[src/rtl/counter_sched.sv]
// Two-requester round-robin scheduler that drives a 4-bit counter for LEN enabled
// cycles per job and reports how many ripple-carry events the job produced.
module counter_sched (
  input  logic       clk,
  input  logic       RESET,
  input  logic       A_VALID,
  input  logic       B_VALID,
  input  logic [1:0] A_MODO,
  input  logic [1:0] B_MODO,
  input  logic [3:0] A_D,
  input  logic [3:0] B_D,
  input  logic [3:0] A_LEN,
  input  logic [3:0] B_LEN,
  output logic       A_READY,
  output logic       B_READY,
  input  logic       ABORT,
  input  logic       CNT_RCO,
  output logic       CNT_ENABLE,
  output logic [1:0] CNT_MODO,
  output logic [3:0] CNT_D,
  output logic       DONE_A,
  output logic       DONE_B,
  output logic       ABORTED,
  output logic [4:0] WRAPS,
  output logic       BUSY
);

  typedef enum logic [1:0] {
    IDLE  = 2'd0,
    RUN   = 2'd1,
    DRAIN = 2'd2
  } state_e;

  state_e     state_q, state_d;
  logic       ptr_q, ptr_d;      // 0 = A has priority, 1 = B
  logic       owner_q, owner_d;  // 0 = A owns the job, 1 = B
  logic [1:0] modo_q, modo_d;
  logic [3:0] d_q, d_d;
  logic [4:0] rem_q, rem_d;
  logic       first_q, first_d;
  logic [4:0] rco_cnt_q, rco_cnt_d;
  logic [4:0] wraps_q, wraps_d;
  logic       grant_a, grant_b;

  function automatic logic [4:0] len_to_cnt(input logic [3:0] len);
    len_to_cnt = (len == 4'd0) ? 5'd16 : {1'b0, len};
  endfunction

  // READY is combinational; gating on RESET keeps it low while reset is held
  always_comb begin
    grant_a = 1'b0;
    grant_b = 1'b0;
    if (RESET && state_q == IDLE) begin
      if (A_VALID && B_VALID) begin
        grant_a = ~ptr_q;
        grant_b = ptr_q;
      end else begin
        grant_a = A_VALID;
        grant_b = B_VALID;
      end
    end
  end

  always_comb begin
    state_d   = state_q;
    ptr_d     = ptr_q;
    owner_d   = owner_q;
    modo_d    = modo_q;
    d_d       = d_q;
    rem_d     = rem_q;
    first_d   = first_q;
    rco_cnt_d = rco_cnt_q;
    wraps_d   = wraps_q;
    case (state_q)
      IDLE: begin
        if (grant_a || grant_b) begin
          state_d   = RUN;
          owner_d   = grant_b;
          ptr_d     = ~grant_b;
          modo_d    = grant_b ? B_MODO : A_MODO;
          d_d       = grant_b ? B_D : A_D;
          rem_d     = len_to_cnt(grant_b ? B_LEN : A_LEN);
          first_d   = 1'b1;
          rco_cnt_d = 5'd0;
        end
      end
      RUN: begin
        if (ABORT) begin
          state_d = IDLE;
        end else begin
          rem_d   = rem_q - 5'd1;
          first_d = 1'b0;
          // RCO lags the enable by one cycle, so the first RUN cycle has nothing to count
          if (!first_q) rco_cnt_d = rco_cnt_q + {4'd0, CNT_RCO};
          if (rem_q == 5'd1) state_d = DRAIN;
        end
      end
      DRAIN: begin
        state_d = IDLE;
        if (!ABORT) wraps_d = rco_cnt_q + {4'd0, CNT_RCO};
      end
      default: state_d = IDLE;
    endcase
  end

  always_ff @(posedge clk or negedge RESET) begin
    if (!RESET) begin
      state_q   <= IDLE;
      ptr_q     <= 1'b0;
      owner_q   <= 1'b0;
      modo_q    <= 2'd0;
      d_q       <= 4'd0;
      rem_q     <= 5'd0;
      first_q   <= 1'b0;
      rco_cnt_q <= 5'd0;
      wraps_q   <= 5'd0;
    end else begin
      state_q   <= state_d;
      ptr_q     <= ptr_d;
      owner_q   <= owner_d;
      modo_q    <= modo_d;
      d_q       <= d_d;
      rem_q     <= rem_d;
      first_q   <= first_d;
      rco_cnt_q <= rco_cnt_d;
      wraps_q   <= wraps_d;
    end
  end

  always_comb begin
    A_READY    = grant_a;
    B_READY    = grant_b;
    CNT_ENABLE = 1'b0;
    CNT_MODO   = 2'd0;
    CNT_D      = 4'd0;
    DONE_A     = 1'b0;
    DONE_B     = 1'b0;
    ABORTED    = 1'b0;
    BUSY       = (state_q == RUN) || (state_q == DRAIN);
    WRAPS      = wraps_q;
    if (state_q == RUN) begin
      CNT_ENABLE = 1'b1;
      CNT_MODO   = modo_q;
      CNT_D      = d_q;
    end
    // a cancel landing on the drain cycle suppresses the completion pulse
    if (state_q == DRAIN && !ABORT) begin
      DONE_A = ~owner_q;
      DONE_B = owner_q;
    end
    if (BUSY && ABORT) ABORTED = 1'b1;
  end

endmodule
[config.mk]
export PLATFORM = sky130hd
export DESIGN_NAME = counter_sched
export DESIGN_NICKNAME = d
export VERILOG_FILES = /design/src/rtl/counter_sched.sv
export SDC_FILE = /design/constraint.sdc
export NUM_CORES = 1
export LEC_CHECK = 0
export BUFFER_PORTS_ARGS = -buffer_cell sky130_fd_sc_hd__buf_4
export CAP_MARGIN = 20
export CORE_MARGIN = 3
export CORE_UTILIZATION = 50
export CTS_BUF_LIST = sky130_fd_sc_hd__clkbuf_4 sky130_fd_sc_hd__clkbuf_8 sky130_fd_sc_hd__clkbuf_16
export CTS_CLUSTER_DIAMETER = 150
export DETAILED_ROUTE_END_ITERATION = 16
export MAX_ROUTING_LAYER = met4
export PLACE_DENSITY = 0.79
export SYNTH_ARGS = -nofsm -noshare
export SYNTH_HDL_FRONTEND = slang
export SYNTH_SLANG_ARGS = --single-unit
[constraint.sdc]
create_clock -name clk -period 2.3 [get_ports clk]
set_input_delay 0.115 -clock clk [delete_from_list [all_inputs] [get_ports clk]]
set_output_delay 0.115 -clock clk [all_outputs]
set_load 0.1 [all_outputs]
==> out/metrics.cfg, run 1 <==
[yosys]
synth_area_leaders=dfrtp_1 42%, ha_1 6.5%, mux2i_1 5.8%, o21ai_0 4.9%, and2_1 4.1%
synth_area_um2=1540
yosys.area.top_type=dfrtp_1
synth_seq_area_share_pct=42.2
yosys.area.top_type_share_pct=42.2
synth.distinct_cells=35
synth_edf_count=0
synth-async-reset-ratio_pct=100
synth_nets=196
postSynthCellCount=162
ys_seq_elements=26
ys.warnings.count=0
synth_ff_type=dfrtp_1
avgSynthCellArea_um2=9.51

[setup_path]
path_buf_inv=3
crit_slowest_cell=dfrtp_1
path_delay_family=buffers and inverters
critPathMaxFanout=22
path_common_cell=buf_4
path_cells=inv_1, ha_2, buf_4, and2_2, buf_4
arrival_ps=1930
path_class=flip-flop to primary output
start_kind=flip-flop
required_ps=2180
cp-end-kind=primary output
slowest_delay_ps=430

[place]
place_area_um2=1910
gp_congestion=0.843
dp_hpwl_um=2750
numPortBuffers=43
dp.cells=233

[route]
wl_um=3500
drcViolationCount=0
dr.pass1.iters=4
wl_per_cell_um=14.8
avgViaCountPerCell=5.76
vias=1365
postRouteAntennaNets=0
drtIter0Drc=52

[pwr]
swShare_pct=55.5
pwr-share-seq_pct=26.3
leakage_nw=0.946
intPower_mw=1.30
p_total_mw=2.92
p_clk_share_pct=6.4
switching_power_mw=1.62
p_per_area_nw_per_um2=1500
vdd_drop_max_mv=0.708
combPwrFrac_pct=67.3

[global_routing]
grt.overflow.total=0
grt_pass1_wl_um=5350
grt_max_degree=29
grt_use_total_pct=19.6
antenna_found_initial=0
grt_pass1_vias=1299

[run]
cap_violations=0

[die]
floorplan.rows=19
core_area_um2=2850
die_x_um=61.5
io_pins=44
die_h_um=61.5
die_area_um2=3780
initial_core_util_pct=54.0

[finish]
final_common_cell=buf_4
fillers=221
final_nets=242
final_cell_mix=49 x buf_4, 26 x dfrtp_1, 15 x nand2_1, 15 x o21ai_0, 11 x inv_1
final_cell_count_no_fill=237
syn2layout_area_growth_pct=26.3
drive_gt1_share_pct=33.5
stdcell_area_um2=1950
insertedDiodeCount=0
final_core_util_pct=68.2

[cts]
clockRootBuffer=clkbuf_4
numCtsBuffers=3
cts_num_sinks=26
postCtsSetupBuffers=0
clk_path_buf_depth=2
insertion_delay_ps=310
tritoncts=yes
clk_pin_slew_ps=140
htreeDepth=1

[sta]
drv_slew=0
period_share_pct=88.8
max_slew_margin_pct=38.9
finClkSkew_ps=9.51
period_needed_ps=2040
hold_viol=0
final.setup.tns_ps=0
worstMarginPinSlew_ps=913
rsz0062_at_grt=false
finalSetupViolations=0
max_clock_freq_mhz=490

[hold_path]
hp-class=input pin to flip-flop

[status]
status=complete, no violations

-- power groups by stage --
stage | Combinational [mW] | Sequential (mW) | Clock (mW)
after floorplan | 1.44 | 0.889 | 0
after global placement | 1.91 | 0.766 | 0
after detailed placement | 1.96 | 0.779 | 0
after CTS | 1.97 | 0.768 | 0.198
after global routing | 2.11 | 0.795 | 0.216
final | 1.96 | 0.769 | 0.187
-- logic make-up (layout without fill, tap and decap cells) --
kind of cell	Yosys count	in the layout	synth area share [%]
fa+ha+maj	8	8	6.50
flops	26	26	42.2
mux	12	12	8.04
compound gates	39	39	17.1
simple gates	57	57	20.4
buf+inv	20	64	5.77
-- worst min-delay path, stage by stage --
cell,delay (ps)
buf_4,80
a222oi_1,70
inv_1,50
-- cell usage after synthesis, types with 2 or more instances --
master,instances
dfrtp_1,26
nand2_1,15
o21ai_0,15
inv_1,11
and2_1,10
mux2i_1,9
ha_1,8
nand3_1,6
a21oi_1,5
clkbuf_1,5
nand2b_1,5
nor2_1,5
a22o_1,4
o211ai_1,4
a222oi_1,3
mux2_2,3
nor2b_1,3
or2_2,3
a21o_1,2
and3_1,2
buf_2,2
nor3b_1,2
nor4_1,2
-- path summary, 6_finish.rpt --
check / depth (start not counted) / endpoint / from / slack, ps
setup / recovery: 5 / CNT_MODO[1] / state_q[1] / 260
hold / removal: 3 / d_q[2] / A_D[2] / 20
setup reg to reg: 6 / state_q[0] / state_q[0] / 320
hold reg to reg: 2 / WRAPS[2] / WRAPS[2] / 500
max in group asynchronous: 3 / state_q[1] / RESET / 1690
min in group asynchronous: 3 / WRAPS[4] / RESET / 350
-- area by class of cell --
type                       instances  area (µm²)  share of cell area (%)
multi-input combinational        116         815                    41.9
sequential                        26         651                    33.4
timing repair buffer              50         378                    19.4
inverter                          11        41.3                    2.12
tap                               31        38.8                    1.99
clock buffer                       3        22.5                    1.16
-- sequential cells by signal, indices dropped and copies added, names as in the netlist --
name,count
rco_cnt_q,5
owner_q,1
modo_q,2
rem_q,5
WRAPS,5
state_q,2
first_q,1
d_q,4
ptr_q,1
-- layer usage --
metal | vias up | share of wire (%) | routed length (µm) | global-route usage [%]
met2 | 40 | 53 | 1870 | 34.8
li1 | 661 | - | - | -
met4 | 0 | 2.3 | 80 | 8.18
met5 | - | 0 | 0 | -
met3 | 8 | 4.1 | 145 | 2.52
met1 | 656 | 40 | 1400 | 21.8
-- metrics by stage --
| step | worst slack (ps) | hold slack, ps |
|---|---|---|
| 3_3_place_gp | 474 | 151 |
| 5_1_grt | 114 | 33.4 |
| 2_1_floorplan | 48.5 | -181 |
| 4_1_cts | 242 | 21.1 |
| 3_5_place_dp | 361 | 161 |
| 6_report | 257 | 24.8 |
-- timing repair --
| action | in CTS | in global routing |
|---|---|---|
| hold endpoints to repair | 26 | 0 |
| hold buffers | 1 | 0 |
| resized for setup | 0 | 0 |
No activity file was read; power rests on OpenSTA's default activity.
==> inputs of run 2 (changes only) <==
Clock period 2.3 ns to 2 ns, I/O delays scaled along.
==> run 2 against run 1 <==
Net effect: combinational power grew 22%; critical path depth is 1 higher; total power up 22%; wire length rose by 9.7%; sequential share of layout area is 2.3 points lower; clock power grew 45%; final cell count up 3.8%; first-iteration DRC count grew 40%; highest routed layer unchanged.
==> out/metrics.cfg, run 2 (synthesized netlist as in run 1, its figures left out) <==
[place]
dp_hpwl_um=2770
place_area_um2=1930
dp.cells=233
place_ws_ps=138
gp_congestion=0.828
numPortBuffers=43

[sta]
drv_slew=0
fin_worst_hold_slack_ps=18.7
hold_viol=0
setup_ws_ps=98.1
finalSetupViolations=0
finClkSkew_ps=4.78
worstMarginPinSlew_ps=662
period_share_pct=95.1
period_needed_ps=1900
max_slew_margin_pct=55.6
max_clock_freq_mhz=526
final.setup.tns_ps=0

[finish]
final_core_util_pct=73.2
final_cell_mix=48 x buf_4, 26 x dfrtp_1, 15 x nand2_1, 15 x o21ai_0, 10 x inv_1
final_nets=250
stdcell_area_um2=2090
insertedDiodeCount=0
multi_input_area_um2=831
drive_gt1_share_pct=34.9
final_common_cell=buf_4
ff_latch_area_um2=651
syn2layout_area_growth_pct=35.7
fillers=216
final_cell_count_no_fill=246

[route]
dr.pass1.iters=4
vias=1398
wl_per_cell_um=15.6
postRouteAntennaNets=0
wl_um=3840
avgViaCountPerCell=5.68
drtIter0Drc=73
drcViolationCount=0

[hold_path]
hold_start=B_D[2]
hold_depth=3
whs_endpoint=d_q[2]
hp-class=input pin to flip-flop

[cts]
numCtsBuffers=3
insertion_delay_ps=320
tritoncts=yes
cts_num_sinks=26
clk_pin_slew_ps=150
clockRootBuffer=clkbuf_4
clk_path_buf_depth=2
htreeDepth=1

[global_routing]
grt_pass1_wl_um=5700
grt_use_total_pct=20.8
grt_max_degree=21
grt.overflow.total=0
antenna_found_initial=0
grt_pass1_vias=1334

[setup_path]
rrSetupSlack_ps=140
critPathMaxFanout=7
r2r_start=state_q[0]
ff2ff_path_depth=7
cp-end-kind=primary output
crit_start=state_q[1]
arrival_ps=1800
path_class=flip-flop to primary output
start_kind=flip-flop
timing.rr.end=rem_q[1]
required_ps=1900

[pwr]
p_total_mw=3.56
leakage_nw=1.01
p_per_area_nw_per_um2=1700
vdd_drop_max_mv=0.845

[die]
initial_core_util_pct=54.0
die_h_um=61.5
die_area_um2=3780
core_area_um2=2850
die_x_um=61.5
io_pins=44
floorplan.rows=19

[run]
cap_violations=0

[status]
status=complete, no violations

-- run 2: cell types whose count changed in the layout (fill, tap and decap cells not counted), moves of 3 or more --
cell / change
and2_2: -5
dlygate4sd3_1: +5
and2_4: +6
buf_12: +3
-- run 2: worst max path at each step --
stage / end / slack [ps] / cells past startpoint
2_1_floorplan: DONE_A / -210 / 5
3_3_place_gp: rem_q[3] / 260 / 7
3_5_place_dp: rem_q[3] / 140 / 7
4_1_cts: A_READY / 9 / 6
5_1_grt: A_READY / -50 / 6
6_report: A_READY / 100 / 6
-- run 2: worst max-delay path, cell delays in order, from the launching register on --
cell and delay [ps]:
dfrtp_1 420, inv_1 100, ha_1 180, buf_4 160
nand3_1 120, a21oi_4 270, buf_12 220
-- run 2: power by group --
part	switching [mW]	internal, mW	total, mW
registers	0.162	0.736	0.898
logic	1.61	0.778	2.39
clock network	0.160	0.111	0.271
-- run 2: cell type report --
cell class	instances	share of cell area, %
Clock buffer	4	1.74
Inverter	11	1.98
Multi-Input combinational cell	116	39.8
Sequential cell	26	31.1
Tap cell	31	1.86
Timing Repair Buffer	58	23.5
-- run 2: what timing repair did --
item	4_1_cts	5_1_grt
hold buffers	2	4
buffers inserted	0	3
setup endpoints to repair	1	3
cloned	0	0
resized for setup	3	6
pin swaps	0	0
hold endpoints to repair	27	3
-- run 2: routing by layer --
layer  track usage (%)  wire, µm  part of all wire [%]  vias up
li1                  -         -                     -      679
met1              23.0      1500                    39      687
met2              38.1      2190                    57       28
met3              2.10       110                   2.9        4
met4              7.58        34                  0.89        0
met5                 -         0                     0        -
==> inputs of run 3 (changes only) <==
Settings changed: CELL_PAD_IN_SITES_DETAIL_PLACEMENT set to 1, CELL_PAD_IN_SITES_GLOBAL_PLACEMENT set to 1, CORE_UTILIZATION 50 to 38, PLACE_DENSITY 0.79 to 0.8.
==> run 3 against run 2 <==
Net effect: clock skew increased by 1.9 ps; fmax increased by 0.98%; combinational power about the same; count of clock-buffer cells in the layout unchanged; sequential cell count unchanged; sequential share of layout area increased by 0.38 points; utilization decreased by 19 points; wire length increased by 4.3%; critical path type unchanged; highest routed layer unchanged.
==> out/metrics.cfg, run 3 (synthesized netlist as in run 1, its figures left out) <==
[die]
die_area_um2=4850
die_x_um=69.7
io_pins=44
die_h_um=69.7
initial_core_util_pct=40.8
floorplan.rows=22
core_area_um2=3770

[global_routing]
grt_pass1_vias=1455
grt_use_total_pct=18.2
grt_max_degree=26
grt_pass1_wl_um=6990
grt.overflow.total=0
antenna_found_initial=0

[finish]
final_cell_count_no_fill=256
final_cell_mix=48 x buf_4, 26 x dfrtp_1, 15 x nand2_1, 15 x o21ai_0, 11 x inv_1
final_common_cell=buf_4
insertedDiodeCount=0
fillers=443
final_nets=243
syn2layout_area_growth_pct=34.0
drive_gt1_share_pct=35.6
stdcell_area_um2=2060

[setup_path]
slowest_delay_ps=410
path_common_cell=buf_4
r2r_start=state_q[1]
cp-end-kind=primary output
path_class=flip-flop to primary output
path_cells=inv_1, ha_2, buf_4, and2_4, buf_4
path_buf_inv=3
arrival_ps=1780
crit_start=state_q[1]
start_kind=flip-flop
path_delay_family=buffers and inverters
critPathMaxFanout=11
crit_slowest_cell=dfrtp_1
required_ps=1900

[cts]
insertion_delay_ps=270
tritoncts=yes
cts_num_sinks=26
clk_pin_slew_ps=90
clk_path_buf_depth=2
htreeDepth=1
clockRootBuffer=clkbuf_8
numCtsBuffers=3

[sta]
finalSetupViolations=0
max_slew_margin_pct=68.4
drv_slew=0
rsz0062_at_grt=false
hold_viol=0
period_share_pct=94.2
finClkSkew_ps=6.64
setup_ws_ps=117
worstMarginPinSlew_ps=472
period_needed_ps=1880
max_clock_freq_mhz=531

[pwr]
switching_power_mw=1.96
intPower_mw=1.69
p_per_area_nw_per_um2=1770
p_clk_share_pct=9.3
swShare_pct=53.7
pwr-share-seq_pct=24.9
combPwrFrac_pct=65.8
vdd_drop_max_mv=0.699
leakage_nw=0.980

[place]
place_area_um2=1940
numPortBuffers=43
gp_congestion=0.824
dp_hpwl_um=3170
dp.cells=249
place_ws_ps=-84.6

[hold_path]
hold_start=A_D[2]
hp-class=input pin to flip-flop

[status]
status=complete, no violations

[route]
dr.pass1.iters=4
wl_per_cell_um=15.6
wl_um=4010
drcViolationCount=0
avgViaCountPerCell=5.30
drtIter0Drc=72
vias=1357
postRouteAntennaNets=0

[run]
cap_violations=0

[run 3: power by group through the flow]
stage	logic [mW]	registers, mW	clock network (mW)
2_1_floorplan	1.69	1.03	0
3_3_place_gp	2.24	0.893	0
3_5_place_dp	2.32	0.914	0
4_1_cts	2.36	0.906	0.352
5_1_grt	2.59	0.943	0.375
6_report	2.40	0.908	0.341
[run 3: path summary, 6_finish.rpt]
path	cells after the start	endpoint	slack, ps
max	5	CNT_D[2]	120
min	3	d_q[2]	60
max reg2reg	6	state_q[0]	130
min reg2reg	2	rco_cnt_q[0]	490
max in group asynchronous	3	WRAPS[4]	1330
min in group asynchronous	2	rem_q[3]	160
[run 3: worst min-delay path: cells and delay by family]
kind | cells | cell delay, ps
buffers and inverters | 2 | 130
AOI/OAI and AO/OA | 1 | 70
[run 3: layout make-up]
type,instances,area [µm²],share of cell area (%)
Sequential cell,26,651,31.5
Clock buffer,4,55.1,2.67
Inverter,11,41.3,2.00
Tap cell,48,60.1,2.91
Timing Repair Buffer,51,397,19.2
Multi-Input combinational cell,116,861,41.7
[run 3: stage by stage]
step                      power [mW]  setup TNS [ps]  util, %  hold WS, ps
after floorplan                 2.72           -1180        -         -196
after global placement          3.14               0     51.5        -98.5
after detailed placement        3.24           -84.6     51.5        -96.9
after CTS                       3.62               0     53.8         54.2
after global routing            3.91               0     54.7         48.3
final                           3.65               0     54.7         56.2
[run 3: what timing repair did]
action,in CTS,in global routing
hold buffers,1,0
setup buffers,2,0
resized for setup,2,6
cloned,0,0
endpoints found under the hold margin,26,0
setup endpoints to repair,2,9
pin swaps,1,1
[run 3: routing by layer]
metal	global-route usage (%)	share of wire, %	vias to the layer above
li1	-	-	662
met1	19.8	41	670
met2	34.4	56	23
met3	3.48	2.9	2
met4	3.62	0.55	0
met5	-	0	-
